$ cat src/rtl/bit_serial_adder.sv
// bit_serial_adder: adds two WIDTH-bit operands one bit per cycle through a single shared full adder
// Ports: clk/rst (sync, active-high); in_valid/in_ready take a, b, cin in IDLE;
//        sum/cout/ovf are registered results qualified by out_valid/out_ready in DONE.

module FULL_ADDER (
   input  logic in0,
   input  logic in1,
   input  logic in2,
   output logic out,
   output logic cout
);
   assign out  = in0 ^ in1 ^ in2;
   assign cout = (in0 & in1) | (in2 & (in0 ^ in1));
endmodule

module bit_serial_adder #(
   parameter int WIDTH = 8
) (
   input  logic             clk,
   input  logic             rst,
   input  logic             in_valid,
   output logic             in_ready,
   input  logic [WIDTH-1:0] a,
   input  logic [WIDTH-1:0] b,
   input  logic             cin,
   output logic [WIDTH-1:0] sum,
   output logic             cout,
   output logic             ovf,
   output logic             out_valid,
   input  logic             out_ready
);
   localparam int CW = (WIDTH > 1) ? $clog2(WIDTH) : 1;
   typedef enum logic [1:0] {IDLE, RUN, DONE} state_t;
   state_t           r_state, w_next;
   logic [WIDTH-1:0] r_a, r_b, r_sum;
   logic [CW-1:0]    r_cnt;
   logic             r_carry, r_ovf;
   logic             w_s, w_co, w_last;
   FULL_ADDER u_fa (
      .in0  (r_a[0]),
      .in1  (r_b[0]),
      .in2  (r_carry),
      .out  (w_s),
      .cout (w_co)
   );
   assign w_last = r_cnt == CW'(WIDTH - 1);
   always_ff @(posedge clk)
      if (rst) r_state <= IDLE;
      else     r_state <= w_next;
   always_comb
      w_next = (r_state == IDLE) ? (in_valid  ? RUN  : IDLE) :
               (r_state == RUN)  ? (w_last    ? DONE : RUN)  :
                                   (out_ready ? IDLE : DONE);
   always_comb begin
      in_ready  = r_state == IDLE;
      out_valid = r_state == DONE;
   end
   always_ff @(posedge clk)
      if (rst) begin
         r_a     <= '0;
         r_b     <= '0;
         r_sum   <= '0;
         r_cnt   <= '0;
         r_carry <= 1'b0;
         r_ovf   <= 1'b0;
      end else if (r_state == IDLE && in_valid) begin
         r_a     <= a;
         r_b     <= b;
         r_carry <= cin;
         r_cnt   <= '0;
      end else if (r_state == RUN) begin
         // sum fills from the MSB end so bit 0 lands at position 0 after WIDTH shifts
         r_sum   <= WIDTH'({w_s, r_sum} >> 1);
         r_carry <= w_co;
         r_a     <= r_a >> 1;
         r_b     <= r_b >> 1;
         r_cnt   <= r_cnt + 1'b1;
         if (w_last) r_ovf <= r_carry ^ w_co;
      end
   assign sum  = r_sum;
   assign cout = r_carry;
   assign ovf  = r_ovf;
endmodule

$ cat config.mk
export PLATFORM = sky130hd
export DESIGN_NAME = bit_serial_adder
export DESIGN_NICKNAME = d
export VERILOG_FILES = /design/src/rtl/bit_serial_adder.sv
export SDC_FILE = /design/constraint.sdc
export NUM_CORES = 1
export LEC_CHECK = 0
export ABC_AREA = 1
export CAP_MARGIN = 20
export CORE_MARGIN = 5
export CORE_UTILIZATION = 39
export CTS_CLUSTER_DIAMETER = 150
export CTS_CLUSTER_SIZE = 8
export DETAILED_ROUTE_END_ITERATION = 7
export SKIP_LAST_GASP = 1
export SLEW_MARGIN = 20
export SYNTH_ARGS = -nofsm -noshare
export SYNTH_HDL_FRONTEND = slang
export SYNTH_SLANG_ARGS = --single-unit
export TNS_END_PERCENT = 20
$ cat constraint.sdc
create_clock -name clk -period 1.35 [get_ports clk]
set_input_delay 0.2025 -clock clk [delete_from_list [all_inputs] [get_ports clk]]
set_output_delay 0.2025 -clock clk [all_outputs]
set_load 0.01 [all_outputs]
After elaboration in Yosys (flattened, before gate mapping)

Cells that the tools add are included.

Register bits after elaboration: 31
Input port bits: 21
Output and inout port bits: 12
Word-level logic and storage cells: 35

Add/sub/neg operators: 1
Eq/ne operators: 3
Multiplexer cells: 11
Bitwise logic cells: 7
Reductions and logical operators: 6

Operators by type and width:

| cell                                                             | number |
|---|---|
| 8-bit 2-to-1 mux                                                 | 4 |
| 2-bit 2-to-1 mux                                                 | 4 |
| 3-bit by 1-bit adder with 3-bit output (second input constant)   | 1 |
| 3-bit == test (second input constant)                            | 1 |
| 1-bit 2-to-1 mux                                                 | 3 |
| 3-bit AND reduction                                              | 1 |
| 1-bit bitwise XOR                                                | 3 |
| 1-bit AND                                                        | 2 |
| 2-bit by 1-bit == test with 1-bit output (second input constant) | 1 |
| 2-bit == test (second input constant)                            | 1 |
| 2-bit zero test                                                  | 1 |
| 2-bit AND reduction                                              | 1 |
| 2-bit nonzero test                                               | 1 |
| 2-bit OR reduction                                               | 1 |
| 1-bit logical AND                                                | 1 |
| 1-bit inverter                                                   | 1 |
| 1-bit OR                                                         | 1 |

Logic depth before layout (Yosys ltp)

Depth after elaboration: 5
Depth in mapped cells: 7
Depth with buffers taken out: 7

By module

A second synthesis with hierarchy kept.

Cells, all modules: 212
Area total of the unflattened synthesis: 1457.6 µm²

Modules (own cells, without submodules):

| module           | instances | cells an instance | area an instance (µm²) |
|---|---|---|---|
| bit_serial_adder | 1         | 211               | 1437.6 |
| FULL_ADDER       | 1         | 1                 | 20.0 |

Worst setup path before layout

OpenSTA, ideal clock, no wires.

Path kind: flip-flop to flip-flop
Start: register r_carry, in the netlist cout
End: register r_ovf, in the netlist ovf
Arrival: 1099 ps
Data required time: 1234 ps
Path slack: 135 ps
Stages on the path, launching flop included: 5
Path buffers: 0
Path through: dfxtp_1 > fa_1 > xor2_1 > nor2_1 > nor2_1

Longest elaborated chain between the ends: 3

Ends and longest elaborated chain:

| what                     | RTL line | source |
|---|---|---|
| start: declaration       | 37       | `logic r_carry, r_ovf;` |
| start signal: assignment | 69       | `r_carry <= cin;` |
| start signal: assignment | 74       | `r_carry <= w_co;` |
| 1-bit AND                | 13       | `assign cout = (in0 & in1) \| (in2 & (in0 ^ in1));` |
| 1-bit OR                 | 13       |  |
| 1-bit bitwise XOR *      | 78       | `if (w_last) r_ovf <= r_carry ^ w_co;` |
| end signal: assignment   | 78       |  |
| end: declaration         | 37       |  |

Every way passes the cells marked *; elsewhere a longest branch is shown, timed or not.
A chain may end at the register's enable or synchronous reset.

Worst setup path after layout

Start: register r_sum[5], in the netlist sum[5]
End: output sum[5]

RTL lines:

| what                     | RTL line | source |
|---|---|---|
| start: declaration       | 35       | `logic [WIDTH-1:0] r_a, r_b, r_sum;` |
| start signal: assignment | 73       | `r_sum <= WIDTH'({w_s, r_sum} >> 1);` |
| end: declaration         | 26       | `output logic [WIDTH-1:0] sum,` |

No word-level cell between the ends.

==> summary.txt <==
Unrepaired setup endpoints after global routing: yes
Chip Width: 71.1 µm
Bufs and invs on worst path: 1
Num CTS Buffers: 5
Largest area contributor in the netlist: dfxtp_1
Remaining DRCs: 0
Crit path depth: 1
Largest net degree at the start of global routing: 15
Synth Net Count: 236
Hold-fix buffers, CTS: 0
Pwr dens: 1130 nW/µm²
Setup WS post-layout: -0.0237 ns
Number of diodes: 0
Reg2reg end: sum[0]
Die ar.: 5060 µm²
Post-route minimum period: 1.37 ns
Clock sink count: 31
Overall routing resource usage: 0.142
DP Wirelength: 2450 µm
Maximum vdd drop: 0.515 mV
Area delta synth->final: 35.7%
PortBufs: 32
CTS root buffer: clkbuf_8
Congestion Overflow GR: 0
CP top delay family: buffers and inverters
MaxCap Viol Count: 0
Resized cells post-CTS: 5
Worst Setup EP: sum[5]
Final wirelength: 3390 µm
Most frequent cells in the layout: nand2_1, nor2_1, dfxtp_1
Initial antenna violation count: 0
CP endpoint kind: primary output
Clk slew on worst S/H paths: 0.06 ns
CTS tree: yes
Slack of the worst reg-to-reg path: 0.06 ns
Layout Skew: 0.00660 ns
H-tree depth: 2
Top post-synthesis cells by area: dfxtp_1, nand2_1, nand3_1
CP required: 1.15 ns
Vias: 1402
Failing checks: setup timing
R2R depth: 6
Worst setup path startpoint: sum[5]
Layout cell share with drive strength beyond 1: 0.111
Routed wire per std cell: 11.3 µm
Crit-path slowest cell: clkdlybuf4s50_1
Starting Density: 0.401
Worst slew margin: 0.816
Syn Std Cell Area: 1460 µm²
Critical-path cell list: clkdlybuf4s50_1
Ports: 33
Yosys top cell area share: 0.426
GP Congestion: 0.752
Core area: 3630 µm²
Origin of the critical flop-to-flop path: r_state[1]
Placed Instance Area: 1890 µm²
Crit start category: register
Crit-path max FO: 3
Average via count per standard cell: 4.66
Clock buffer depth: 2
Sequential fraction of the synthesis area: 0.426
Number of global-route vias before repair: 1279
Outcome: complete, but fails checks
Post-synthesis cell count: 212
Final Cell Area: 1980 µm²
Layout Nets: 278
Number of iterations in the first detailed-routing pass: 4
Syn Area/Cell: 6.88 µm²
Most common cell after layout, fill and taps aside: nand2_1
Slew Viols, Final: 0
Biggest cell delay along the critical path: 0.54 ns
# rows: 22
Die height: 71.1 µm
Worst-Skew Late Latency: 0.28 ns
Hold Path Class: register to register
Setup TNS: -0.0612 ns
Setup bufs post-CTS: 0
Drt initial violations: 43
Setup slack at placement: -0.0278 ns
Remaining antenna violation count: 0
Seq cells post-synth: 31
Global-route wire length before repair: 5750 µm
Ys Warns: 0
Final setup fails: 4
Worst Max-Slew Pin Slew: 0.275 ns
Kind of critical path: register to primary output
Hold Fails Final Rpt: 0
FMAX: 0.728 GHz
P_leak: 0.962 nW
Arr. time, crit path: 1.17 ns
Synth cell types: 21
Tcrit/Tclk final: 1.02
-- flip-flops by register name, indices dropped and copies added (netlist names) --
name	count
r_cnt	3
r_state	2
sum	8
r_b	8
cout	1
ovf	1
r_a	8
-- kinds of logic (layout without fill, tap and decap cells) --
family	after synthesis	after routing	synth area share
AOI/OAI and AO/OA	27	27	0.100
DFF	31	31	0.426
and+or+nand+nor	116	116	0.330
buffers and inverters	33	74	0.101
xor gates and xnor gates	2	2	0.0120
adders and majority gates	3	3	0.0309
-- routing by layer --
| layer | share of wire | global-route usage | vias up |
|---|---|---|---|
| met5 | 0 | 0 | - |
| met4 | 0.016 | 0.0564 | 0 |
| met3 | 0.065 | 0.0455 | 7 |
| met2 | 0.46 | 0.229 | 35 |
| met1 | 0.46 | 0.176 | 620 |
| li1 | - | - | 740 |
-- Yosys cell counts --
master	number
a21oi_1	17
clkbuf_1	2
nand2_2	1
nor2_2	1
buf_6	2
fa_1	1
xor2_1	2
clkinv_1	2
inv_1	17
o21ai_1	7
o21ai_0	2
buf_2	7
nor2_4	1
buf_1	1
inv_2	2
ha_1	2
nand3_1	26
o21ai_4	1
nor2_1	30
dfxtp_1	31
nand2_1	57
-- how the worst min path moves through the flow --
stage / startpoint / end / slack, ns / cells past startpoint
final: r_b[6] / r_b[6] / 0.46 / 2
after global routing: a[7] / r_a[7] / 0.47 / 3
after CTS: r_b[6] / r_b[6] / 0.46 / 2
after detailed placement: r_b[6] / r_b[6] / 0.45 / 2
after global placement: r_a[6] / r_a[6] / 0.45 / 2
after floorplan: out_ready / r_state[1] / 0.29 / 1
-- per-stage QoR --
stage | utilization | power (W) | std cells | hold slack (ns)
after floorplan | - | 0.00137 | 212 | 0.290
after global placement | 0.521 | 0.00160 | 295 | 0.453
after detailed placement | 0.521 | 0.00160 | 295 | 0.452
after CTS | 0.541 | 0.00227 | 301 | 0.462
after global routing | 0.544 | 0.00236 | 301 | 0.474
final | 0.544 | 0.00223 | 301 | 0.462
-- power by group --
part           internal, W  leakage, nW  switching, W
Combinational     0.000254        0.669      0.000270
Clock             0.000343       0.0371      0.000313
Sequential        0.000999        0.256     0.0000526
Total              0.00160        0.962      0.000636
-- layout make-up --
cell class | instances | area, µm²
sequential | 31 | 623
fill | 389 | 1660
multi-input combinational | 148 | 694
clock buffer | 6 | 72.6
timing repair buffer | 47 | 449
inverter | 21 | 78.8
tap | 48 | 60.1
No activity file was read; power rests on OpenSTA's default activity.
==> edit, RTL diff (same settings) <==
Set the parameter `WIDTH` to 16 (it was 8).
--- a/src/rtl/bit_serial_adder.sv
+++ b/src/rtl/bit_serial_adder.sv
@@ -16,3 +16,3 @@
 module bit_serial_adder #(
-   parameter int WIDTH = 8
+   parameter int WIDTH = 16
 ) (
Ports: changed (resized a, b and sum); port bits go from 33 to 57. The function was not compared with the original's and may differ.
==> edit against the unedited design <==
The run still ends with setup timing left; power up 76%; cell area up 80%; count of clock-buffer cells in the layout down 1; utilization down 1.3 points; non-clock buffer count up 34; combinational power up 72%; wire length up 83%; worst setup slack worse by 0.045 ns; area after synthesis up 81%; sequential cell count up 25; sequential share of layout area up 0.17 points; global-route usage up 1.0 points; critical path depth unchanged; critical endpoint is now sum[8]; largest power group unchanged.
==> edit: results (changes against the unedited design) <==
global_routing:
  grt_use_met2_pct: 24.6  # +1.7 points
  grt_first_pass_wirelength_mm: 10.7  # +86%
  grt_usage_pct: 15.3  # +1.0 points
  grt_use_met1_pct: 20.2  # +2.6 points
  grt_start_max_net_pins: 22  # +7
  first_global_vias: 2334  # +82%
clock_tree:
  cts_buffers: 5  # unchanged
  cts_resized: 10  # +5
  clk_latency_ns: 0.32  # +0.04 ns
  clk_pin_slew_ns: 0.10  # +0.04 ns
critical_path:
  crit_start: "sum[8]"
  rr_endpoint: "sum[4]"
  rrSetupSlack_ns: 0.02  # -0.04 ns
  cp-endpoint: "sum[8]"
  crit_arrival_ns: 1.22  # +0.05 ns
  reg2reg_from: "r_state[0]"
sta:
  tightest_slew_ns: 0.223  # -0.0528 ns
  tns_ns: -0.358  # -0.296 ns
  setup_slack_ns: -0.0689  # -0.0452 ns
  setup_viol: 6  # +2
outcome:
  violations: "setup timing"
  status: "complete, but fails checks"
min_path:
  hold_path.class: "in2reg"
final_layout:
  drive_gt1_share_pct: 9.61  # -1.5 points
  fin_cells: 538  # +79%
  fillers: 697  # +79%
  layout.nets: 496  # +78%
logic_synthesis:
  yosys-top-cells-area: "dfxtp_1 (42%), nand2_1 (15%), nand3_1 (12%), nor2_1 (6.8%), a21oi_1 (6.2%)"
  synthesis.nets: 436  # +85%
  dominantRegCellSynth: "dfxtp_1"
  yosysUniqueCellTypes: 23  # +9.5%
  synth_commonest_cells: "nand2_1 (108), nand3_1 (61), dfxtp_1 (56)"
  ys_seq_area_share_pct: 42.4  # -0.19 points
  synth_edf_count: 0  # unchanged
  avgSynthCellArea_um2: 6.66  # -3.1%
place:
  dp.cells: 530  # +80%
power_and_ir_drop:
  vdd_drop_max_uv: 579  # +12%
  p_leak_nw: 1.73  # +79%
routing:
  via_per_inst: 4.75  # +1.9%
  wire_per_inst_um: 11.5  # +2.5%
  first_iter_violations: 70  # +63%
[edit: changes by cell type in the layout (fill, tap and decap cells not counted), sizes merged, moves of 16 or more]
cell,change
dfxtp,+25
clkdlybuf4s50,+16
nor2,+18
nand3,+35
a21oi,+16
inv,+16
nand2,+52
[edit: cell type report]
cell class / instances / share of cell area (%)
clock inverter: 3 / 1.30
clock buffer: 5 / 1.94
inverter: 36 / 3.80
multi-input combinational: 277 / 35.0
sequential: 56 / 31.7
timing repair buffer: 81 / 23.4
tap: 80 / 2.82
[edit: metal layers]
metal / vias up / part of all wire (%)
li1: 1370 / -
met3: 6 / 4.9
met4: 0 / 1.3
met5: - / 0
met2: 48 / 45
met1: 1129 / 49
[edit: worst min path at each step]
stage	cells past startpoint	end	slack, ns	startpoint
floorplan	2	r_a[15]	0.35	a[15]
global placement	2	r_a[15]	0.45	r_a[15]
detailed placement	2	r_a[15]	0.45	r_a[15]
CTS	3	r_a[15]	0.43	a[15]
global route	3	r_a[15]	0.43	a[15]
finish	3	r_b[15]	0.43	b[15]
[edit: cell families (layout without fill, tap and decap cells)]
group / Yosys count / after routing / share of synthesized area [%]
compound gates: 51 / 51 / 9.89
xor+xnor: 2 / 2 / 0.662
fa+ha+maj: 2 / 2 / 1.23
buf+inv: 64 / 125 / 10.5
flops: 56 / 56 / 42.4
simple gates: 222 / 222 / 35.3
[edit: through the flow]
| stage | cell area [um2] | hold WS, ns | total power, mW | worst slack, ns |
|---|---|---|---|---|
| after floorplan | 2650 | 0.345 | 2.44 | 0.151 |
| after global placement | 3420 | 0.449 | 2.84 | -0.0844 |
| after detailed placement | 3420 | 0.452 | 2.86 | -0.0984 |
| after CTS | 3530 | 0.426 | 3.98 | -0.0955 |
| after global routing | 3550 | 0.435 | 4.15 | -0.125 |
| final | 3550 | 0.434 | 3.93 | -0.0689 |
[edit: where the power goes]
part / switching (mW) / internal (mW) / leakage, nW / total (mW)
Clock: 0.580 / 0.560 / 0.0548 / 1.14
Combinational: 0.466 / 0.439 / 1.21 / 0.905
Sequential: 0.0873 / 1.80 / 0.462 / 1.89
